`src/rtl/uart_tx_fifo.sv`:
```
// Transmit FIFO with a drain FSM that feeds one byte at a time to UART_duplex.
// Optional sticky overflow flag is built when UART_TX_FIFO_OVF_EN is defined.
module uart_tx_fifo #(
  parameter int unsigned DEPTH         = 8,
  parameter int unsigned DATA_WIDTH    = 8,
  parameter int unsigned START_TIMEOUT = 4
) (
  input  logic                    clk,
  input  logic                    n_rst,
  input  logic                    wr_en,
  input  logic [DATA_WIDTH-1:0]   wr_data,
  input  logic                    uart_busy,
  output logic [DATA_WIDTH-1:0]   tx_data,
  output logic                    tx_send,
  output logic                    full,
  output logic                    empty,
  output logic [$clog2(DEPTH):0]  count,
  output logic                    overflow,
  input  logic                    ovf_clr
);

  localparam int unsigned AW = $clog2(DEPTH);
  localparam int unsigned CW = AW + 1;
  localparam int unsigned TW = (START_TIMEOUT > 1) ? $clog2(START_TIMEOUT) : 1;

  typedef enum logic [1:0] {
    IDLE       = 2'd0,
    SEND       = 2'd1,
    WAIT_START = 2'd2,
    WAIT_DONE  = 2'd3
  } state_e;

  state_e                state_q;
  logic [DATA_WIDTH-1:0] mem_q [DEPTH];
  logic [AW-1:0]         wr_ptr_q;
  logic [AW-1:0]         rd_ptr_q;
  logic [CW-1:0]         count_q;
  logic [CW-1:0]         count_d;
  logic                  full_q;
  logic                  empty_q;
  logic [DATA_WIDTH-1:0] tx_data_q;
  logic                  tx_send_q;
  logic [TW-1:0]         timer_q;
  logic                  push;
  logic                  pop;

  // A write while full is dropped even if a pop happens in the same cycle.
  assign push    = wr_en && !full_q;
  assign pop     = (state_q == IDLE) && !empty_q;
  assign count_d = count_q + CW'(push) - CW'(pop);

  always_ff @(posedge clk) begin
    if (push) begin
      mem_q[wr_ptr_q] <= wr_data;
    end
  end

  always_ff @(posedge clk) begin
    if (!n_rst) begin
      wr_ptr_q <= '0;
      rd_ptr_q <= '0;
      count_q  <= '0;
      full_q   <= 1'b0;
      empty_q  <= 1'b1;
    end else begin
      if (push) begin
        wr_ptr_q <= wr_ptr_q + AW'(1);
      end
      if (pop) begin
        rd_ptr_q <= rd_ptr_q + AW'(1);
      end
      count_q <= count_d;
      full_q  <= (count_d == CW'(DEPTH));
      empty_q <= (count_d == '0);
    end
  end

  // Drain FSM: pop, pulse tx_send, then wait for the UART busy/idle cycle.
  always_ff @(posedge clk) begin
    if (!n_rst) begin
      state_q   <= IDLE;
      tx_data_q <= '0;
      tx_send_q <= 1'b0;
      timer_q   <= '0;
    end else begin
      tx_send_q <= 1'b0;
      case (state_q)
        IDLE: begin
          if (!empty_q) begin
            tx_data_q <= mem_q[rd_ptr_q];
            tx_send_q <= 1'b1;
            state_q   <= SEND;
          end
        end
        SEND: begin
          timer_q <= '0;
          state_q <= WAIT_START;
        end
        WAIT_START: begin
          // Give up on a missed start pulse so the queue cannot deadlock.
          if (uart_busy) begin
            state_q <= WAIT_DONE;
          end else if (timer_q == TW'(START_TIMEOUT - 1)) begin
            state_q <= IDLE;
          end else begin
            timer_q <= timer_q + TW'(1);
          end
        end
        WAIT_DONE: begin
          if (!uart_busy) begin
            state_q <= IDLE;
          end
        end
        default: state_q <= IDLE;
      endcase
    end
  end

  assign tx_data = tx_data_q;
  assign tx_send = tx_send_q;
  assign full    = full_q;
  assign empty   = empty_q;
  assign count   = count_q;

`ifdef UART_TX_FIFO_OVF_EN
  logic ovf_q;

  // Sticky dropped-write flag; a new drop wins over a clear in the same cycle.
  always_ff @(posedge clk) begin
    if (!n_rst) begin
      ovf_q <= 1'b0;
    end else if (wr_en && full_q) begin
      ovf_q <= 1'b1;
    end else if (ovf_clr) begin
      ovf_q <= 1'b0;
    end
  end

  assign overflow = ovf_q;
`else
  logic unused_ovf_clr;

  assign unused_ovf_clr = ovf_clr;
  assign overflow       = 1'b0;
`endif

endmodule

```
`config.mk`:
```
export PLATFORM = sky130hd
export DESIGN_NAME = uart_tx_fifo
export DESIGN_NICKNAME = d
export VERILOG_FILES = /design/src/rtl/uart_tx_fifo.sv
export SDC_FILE = /design/constraint.sdc
export NUM_CORES = 1
export LEC_CHECK = 0
export ABC_CLOCK_PERIOD_IN_PS = 2800
export BUFFER_PORTS_ARGS = -buffer_cell sky130_fd_sc_hd__buf_2
export CELL_PAD_IN_SITES_DETAIL_PLACEMENT = 1
export CELL_PAD_IN_SITES_GLOBAL_PLACEMENT = 1
export CORE_ASPECT_RATIO = 1.75
export CORE_MARGIN = 5
export CORE_UTILIZATION = 34
export DETAILED_ROUTE_END_ITERATION = 7
export GPL_TIMING_DRIVEN = 0
export PLACE_DENSITY = 0.6
export RECOVER_POWER = 25
export SLEW_MARGIN = 20
export SYNTH_ARGS = -nofsm -noshare
export SYNTH_HDL_FRONTEND = slang
export SYNTH_SLANG_ARGS = --single-unit
```
`constraint.sdc`:
```
create_clock -name clk -period 2.8 [get_ports clk]
set_clock_uncertainty 0.1 [all_clocks]
set_input_delay 0.28 -clock clk [delete_from_list [all_inputs] [get_ports clk]]
set_output_delay 0.28 -clock clk [all_outputs]
set_load 0.03 [all_outputs]
```
==> out/metrics.json, run 1 <==
{
  "netlist-cell-type-count": 34,
  "crit_path_start_kind": "register",
  "tns_ns": 0,
  "die_width_um": 87.69,
  "n_antenna_cell": 0,
  "critical_path.n_buffers_inverters": 4,
  "fp-row-count": 49,
  "synth_simple_gate_area_share_pct": 8.118,
  "cts_max_level": 3,
  "cts_root_buffer": "sky130_fd_sc_hd__clkbuf_16",
  "synth-seq-cells": 89,
  "path_max_fanout": 9,
  "critPathTopFamily": "adder cells",
  "mappedNetlistNets": 268,
  "dp.final_hpwl_um": 5391,
  "cts_inserted_buffers": 9,
  "crit_top_cell": "sky130_fd_sc_hd__inv_1",
  "drive_gt1_share_pct": 17.93,
  "timing.critical_path.slowest_stage_cell": "sky130_fd_sc_hd__fa_1",
  "drt_iter0_markers": 105,
  "synth-compound-area-share_pct": 8.641,
  "critical-path-max-stage-delay_ns": 0.51,
  "vias": 2089,
  "post_drt_via_cell_ratio": 5.010,
  "grt_max_degree": 15,
  "cts_hold_buf": 0,
  "worst_hold_slack_ns": 0.1434,
  "coreArea_um2": 10300,
  "setup.worst_path.end_class": "register",
  "detail_route.first_pass.iterations": 4,
  "unrepaired_setup_endpoints_after_global_routing": "no",
  "die_y_extent_um": 146.0,
  "required_ns": 2.93,
  "final_hold_viol_count": 0,
  "drv_cap": 0,
  "wire_per_inst_um": 18.47,
  "report.final.setup_viol": 0,
  "timing_worst_slew_pin_value_ns": 0.9523,
  "vdd_drop_max_mv": 0.4561,
  "tritoncts": "done",
  "cts.clk_slew.worst_paths_ns": 0.06,
  "xor_and_xnor_area_share_after_synthesis_pct": 1.707,
  "finalWeightedCongestion": 0.7325,
  "layout.nets": 306,
  "synthesis.area_per_instance_um2": 14.54,
  "dominant_combinational_cell_family_by_area_after_synthesis": "compound AO/OA/AOI/OAI gates",
  "yosys_warnings": 0,
  "gr-usage-all-layers_pct": 13.19,
  "filler_cell_count": 1088,
  "final-max-slew-violation-count": 0,
  "synthesis.instances": 247,
  "number_of_global_route_vias_before_repair": 2277,
  "die-area_um2": 12800,
  "p_per_area_nw_per_um2": 971.1,
  "timing.max_slew.rel_slack_pct": 36.28,
  "result_of_the_run": "complete, no violations",
  "initial_antenna_violation_count": 0,
  "routed_wirelength_um": 7704,
  "muxShareOfSynthArea_pct": 7.526,
  "detail_route_antenna_nets": 0,
  "placed_cell_area_um2": 3897,
  "cts-resized-gates": 0,
  "holdCritPathClass": "input port to register",
  "postLayoutCellArea_um2": 4200,
  "io_buffer_count": 26,
  "bufs_on_longest_clock_path": 2,
  "fin_crit_sh_pct": 88.20,
  "leakagePower_nw": 1.494,
  "peak_clock_frequency_supported_by_timing_ghz": 0.4049,
  "yosys.area_share.adder_pct": 2.997,
  "cp_cell_sequence": "buf_6 -> nor3_4 -> ha_1 -> inv_1 -> ha_1 -> inv_1 -> fa_1 -> inv_1 -> o41ai_1",
  "post_cts_buffers": 0,
  "clkLatencyLatePin_ns": 0.34,
  "grt_remaining_overflow": 0,
  "global_route_wire_length_before_repair_um": 12120,
  "area.growth.synth_to_final_pct": 16.97,
  "cts.sink_count": 89,
  "pin_count": 29,
  "fin_crit_ns": 2.470,
  "netlist_area_pre_place_um2": 3591,
  "worst_ep_arrival_time_ns": 2.60,
  "criticalPathCategory": "register to register",
  "drc_errors": 0,
  "post_synthesis_sequential_area_ratio_pct": 67.46,
  "start_util_pct": 34.86
}
==> worst register-to-register path: stages (launching register included) <==
cell	delay, ns
sky130_fd_sc_hd__dfxtp_1	0.30
sky130_fd_sc_hd__buf_6	0.13
sky130_fd_sc_hd__nor3_4	0.35
sky130_fd_sc_hd__ha_1	0.30
sky130_fd_sc_hd__inv_1	0.06
sky130_fd_sc_hd__ha_1	0.17
sky130_fd_sc_hd__inv_1	0.06
sky130_fd_sc_hd__fa_1	0.51
sky130_fd_sc_hd__inv_1	0.06
sky130_fd_sc_hd__o41ai_1	0.33
==> power by group <==
part	internal [W]	total [W]	switching, W
logic	0.000443	0.00116	0.000717
registers	0.00161	0.00172	0.000107
clock network	0.000728	0.00120	0.000472
total	0.00278	0.00408	0.00130
==> cells in the final DEF, fill, tap and decap left out, types with 2 or more instances in the layout <==
cell type,netlist,layout
sky130_fd_sc_hd__edfxtp_1,64,64
sky130_fd_sc_hd__mux2i_1,27,27
sky130_fd_sc_hd__dfxtp_1,25,25
sky130_fd_sc_hd__buf_2,2,22
sky130_fd_sc_hd__nor2b_1,14,14
sky130_fd_sc_hd__a21oi_1,11,11
sky130_fd_sc_hd__nor2_1,10,10
sky130_fd_sc_hd__and2_1,10,10
sky130_fd_sc_hd__clkbuf_16,0,10
sky130_fd_sc_hd__clkbuf_1,2,8
sky130_fd_sc_hd__a211oi_1,8,8
sky130_fd_sc_hd__a22oi_1,8,8
sky130_fd_sc_hd__a32o_1,8,8
sky130_fd_sc_hd__inv_1,7,7
sky130_fd_sc_hd__ha_1,7,7
sky130_fd_sc_hd__nand2_1,5,5
sky130_fd_sc_hd__xnor2_1,5,5
sky130_fd_sc_hd__buf_6,4,4
sky130_fd_sc_hd__nand2b_1,4,4
sky130_fd_sc_hd__buf_4,3,4
sky130_fd_sc_hd__clkinv_2,1,3
sky130_fd_sc_hd__o21ai_0,3,3
sky130_fd_sc_hd__clkbuf_8,0,3
sky130_fd_sc_hd__nor3_2,0,2
sky130_fd_sc_hd__buf_1,2,2
sky130_fd_sc_hd__xor2_1,2,2
sky130_fd_sc_hd__nor3_1,4,2
sky130_fd_sc_hd__o311ai_0,2,2
==> Yosys cell counts, drive strengths merged <==
cell type / instances / area, µm²
a211oi: 8 / 60.06
a21o: 1 / 7.510
a21oi: 11 / 55.05
a22oi: 8 / 60.06
a31oi: 1 / 6.260
a32o: 8 / 80.08
and2: 10 / 62.56
and2b: 1 / 8.760
and3: 1 / 6.260
buf: 11 / 85.08
clkbuf: 2 / 7.510
clkinv: 1 / 5.000
conb: 1 / 3.750
dfxtp: 25 / 500.5
edfxtp: 64 / 1922
fa: 1 / 20.02
ha: 7 / 87.58
inv: 7 / 26.28
mux2i: 27 / 270.3
nand2: 5 / 18.77
nand2b: 4 / 25.02
nor2: 10 / 37.54
nor2b: 15 / 96.34
nor3: 5 / 36.29
o21ai: 3 / 15.01
o311ai: 2 / 17.52
o41ai: 1 / 8.760
xnor2: 5 / 43.79
xor2: 2 / 17.52
==> logic make-up after synthesis <==
logic type	count (synthesis)
buffers and inverters	21
AOI/OAI and AO/OA	43
muxes	27
DFF	89
adders and majority gates	8
xor gates and xnor gates	7
and+or+nand+nor	51
other	1
==> layer usage <==
metal  part of all wire, %  global-route usage [%]
met1                    36                   12.88
met2                    60                   25.23
met5                     0                       0
met4                   2.0                   5.530
met3                   2.5                   3.059
==> area by class of cell <==
type,count,area [µm²],share of cell area (%)
multi-input combinational,137,1055,25.11
clock buffer,13,291.5,6.941
inverter,8,31.28,0.7447
buffer,13,92.59,2.204
tap,127,158.9,3.783
sequential,89,2422,57.67
clock inverter,3,18.77,0.4468
timing repair buffer,27,130.1,3.098
==> stage by stage <==
step	utilization (%)	total power [W]	setup WS (ns)	cells
6_report	40.78	0.004079	0.3304	417
5_1_grt	40.78	0.004313	0.1382	417
4_1_cts	40.85	0.004150	0.2734	417
3_5_place_dp	37.84	0.002939	0.2399	401
3_3_place_gp	37.67	0.002900	0.1107	400
2_1_floorplan	-	0.002586	0.4523	247
==> state kept, by name, summed over array words and instances (netlist names), 2 cells and up <==
| name | count |
|---|---|
| tx_data | 8 |
| count | 4 |
| timer_q | 2 |
| wr_ptr_q | 3 |
| state_q | 2 |
| rd_ptr_q | 3 |
| mem_q | 64 |
==> worst paths after layout <==
kind,to,slack [ns],cells past startpoint,start
setup / recovery,empty,0.33,9,state_q[1]
hold / removal,mem_q[1][5],0.14,1,wr_data[5]
setup reg to reg,empty,0.33,9,state_q[1]
hold reg to reg,tx_data[2],0.36,1,tx_data[2]
No activity file was read; power rests on OpenSTA's default activity.
==> run 2, diff against run 1 <==
--- a/config.mk
+++ b/config.mk
@@ -11,10 +11,11 @@
 export CELL_PAD_IN_SITES_GLOBAL_PLACEMENT = 1
 export CORE_ASPECT_RATIO = 1.75
 export CORE_MARGIN = 5
-export CORE_UTILIZATION = 34
+export CORE_UTILIZATION = 35
+export CTS_CLUSTER_DIAMETER = 120
 export DETAILED_ROUTE_END_ITERATION = 7
 export GPL_TIMING_DRIVEN = 0
-export PLACE_DENSITY = 0.6
+export PLACE_DENSITY = 0.61
 export RECOVER_POWER = 25
 export SLEW_MARGIN = 20
 export SYNTH_ARGS = -nofsm -noshare
==> out/metrics.json, run 2 (same netlist as run 1, synthesis figures left out) <==
{
  "result_of_the_run": "complete, no violations",
  "leakagePower_nw": 1.488,
  "die_width_um": 86.57,
  "holdPathStages": 1,
  "worst-r2r-setup-slack_ns": 0.29,
  "report.final.setup_viol": 0,
  "global_route_wire_length_before_repair_um": 12210,
  "criticalPathCategory": "register to register",
  "final_common_cell": "sky130_fd_sc_hd__edfxtp_1",
  "drc_errors": 0,
  "hold_path_end": "mem_q[2][1]",
  "wire_per_inst_um": 19.07,
  "r2r-end": "empty",
  "reg2reg_depth": 9,
  "grt_remaining_overflow": 0,
  "placedCellCount": 401,
  "initial_antenna_violation_count": 0,
  "number_of_global_route_vias_before_repair": 2213,
  "peak_clock_frequency_supported_by_timing_ghz": 0.3985,
  "p_per_area_nw_per_um2": 988.9,
  "clkLatencyLatePin_ns": 0.33,
  "vias": 2059,
  "holdCritStartpoint": "wr_data[1]",
  "tritoncts": "done",
  "layoutNonFillerInstCount": 417,
  "filler_cell_count": 1080,
  "cts.sink_count": 89,
  "unrepaired_setup_endpoints_after_global_routing": "no",
  "registers.top_by_ff_count": "mem_q",
  "cts.clk_slew.worst_paths_ns": 0.06,
  "cts_hold_buf": 0,
  "multi_input_comb_area_um2": 1055,
  "timing_worst_slew_pin_value_ns": 0.9601,
  "coreArea_um2": 10180,
  "number_of_flip_flops_in_the_largest_register": 64,
  "timing.max_slew.rel_slack_pct": 35.76,
  "postLayoutCellArea_um2": 4202,
  "worst_hold_slack_ns": 0.1477,
  "detail_route_antenna_nets": 0,
  "pin_count": 29,
  "fin_crit_sh_pct": 89.62,
  "post_cts_buffers": 0,
  "tns_ns": 0,
  "path_max_fanout": 9,
  "layout.area.seq_um2": 2422,
  "final-max-slew-violation-count": 0,
  "fin_crit_ns": 2.509,
  "vdd_drop_max_mv": 0.4977,
  "required_ns": 2.92,
  "grt_max_degree": 15,
  "start_util_pct": 35.28,
  "fp-row-count": 49,
  "drt_iter0_markers": 95,
  "dp.final_hpwl_um": 5570,
  "placed_cell_area_um2": 3897,
  "mostFrequentLayoutCells": "64 x sky130_fd_sc_hd__edfxtp_1, 27 x sky130_fd_sc_hd__mux2i_1, 25 x sky130_fd_sc_hd__dfxtp_1, 22 x sky130_fd_sc_hd__buf_2, 14 x sky130_fd_sc_hd__nor2b_1",
  "setup.worst_path.end_class": "register",
  "drive_gt1_share_pct": 17.59,
  "cts_inserted_buffers": 9,
  "layout.nets": 306,
  "launching_point_of_the_worst_reg2reg_path": "state_q[1]",
  "area.growth.synth_to_final_pct": 17.00,
  "cts-resized-gates": 0,
  "crit_path_start_kind": "register",
  "bufs_on_longest_clock_path": 2,
  "detail_route.first_pass.iterations": 4,
  "cts_root_buffer": "sky130_fd_sc_hd__clkbuf_16",
  "n_antenna_cell": 0,
  "finalWeightedCongestion": 0.7467,
  "holdCritPathClass": "input port to register",
  "routed_wirelength_um": 7951,
  "die-area_um2": 12470,
  "worst_ep_arrival_time_ns": 2.63,
  "io_buffer_count": 26,
  "post_drt_via_cell_ratio": 4.938,
  "drv_cap": 0,
  "gr-usage-all-layers_pct": 13.62,
  "post-layout-total-power_w": 0.004155,
  "final_hold_viol_count": 0,
  "cts_max_level": 3,
  "die_y_extent_um": 144.0
}
## run 2: critical path: stages, from the launching register on
cell	delay, ns
sky130_fd_sc_hd__dfxtp_1	0.30
sky130_fd_sc_hd__buf_6	0.13
sky130_fd_sc_hd__nor3_4	0.35
sky130_fd_sc_hd__ha_1	0.31
sky130_fd_sc_hd__inv_1	0.06
sky130_fd_sc_hd__ha_1	0.17
sky130_fd_sc_hd__inv_1	0.06
sky130_fd_sc_hd__fa_1	0.50
sky130_fd_sc_hd__inv_1	0.06
sky130_fd_sc_hd__o41ai_1	0.35
## run 2: final cells by class
class | count | area share [%]
Timing Repair Buffer | 27 | 3.097
Clock inverter | 6 | 1.965
Inverter | 8 | 0.7445
Multi-Input combinational cell | 137 | 25.10
Clock buffer | 10 | 5.450
Buffer | 13 | 2.204
Sequential cell | 89 | 57.65
Tap cell | 127 | 3.782
## run 2: where the power goes
part / switching, W / leakage [nW] / internal (W)
registers: 0.000108 / 0.786 / 0.00161
logic: 0.000736 / 0.550 / 0.000451
clock network: 0.000473 / 0.152 / 0.000777
## run 2: routing by layer
metal | vias to the layer above | part of all wire, % | track usage (%)
met5 | - | 0 | 0
met4 | 0 | 0.99 | 4.926
met3 | 4 | 2.8 | 2.680
met2 | 37 | 58 | 26.27
met1 | 1021 | 38 | 14.25
li1 | 997 | - | -
## run 2: worst max-delay path by stage
| stage | start | to | slack [ns] | cells after the start |
|---|---|---|---|---|
| finish | state_q[1] | empty | 0.29 | 9 |
| global route | full | empty | 0.07 | 10 |
| CTS | state_q[1] | empty | 0.21 | 9 |
| detailed placement | wr_en | empty | 0.20 | 11 |
| global placement | wr_en | mem_q[0][0] | 0.16 | 5 |
| floorplan | full | empty | 0.45 | 10 |
## run 2: through the flow
step,setup WS (ns),utilization (%)
after floorplan,0.4523,-
after global placement,0.1576,38.12
after detailed placement,0.2009,38.30
after CTS,0.2123,41.36
after global routing,0.07349,41.28
final,0.2906,41.28
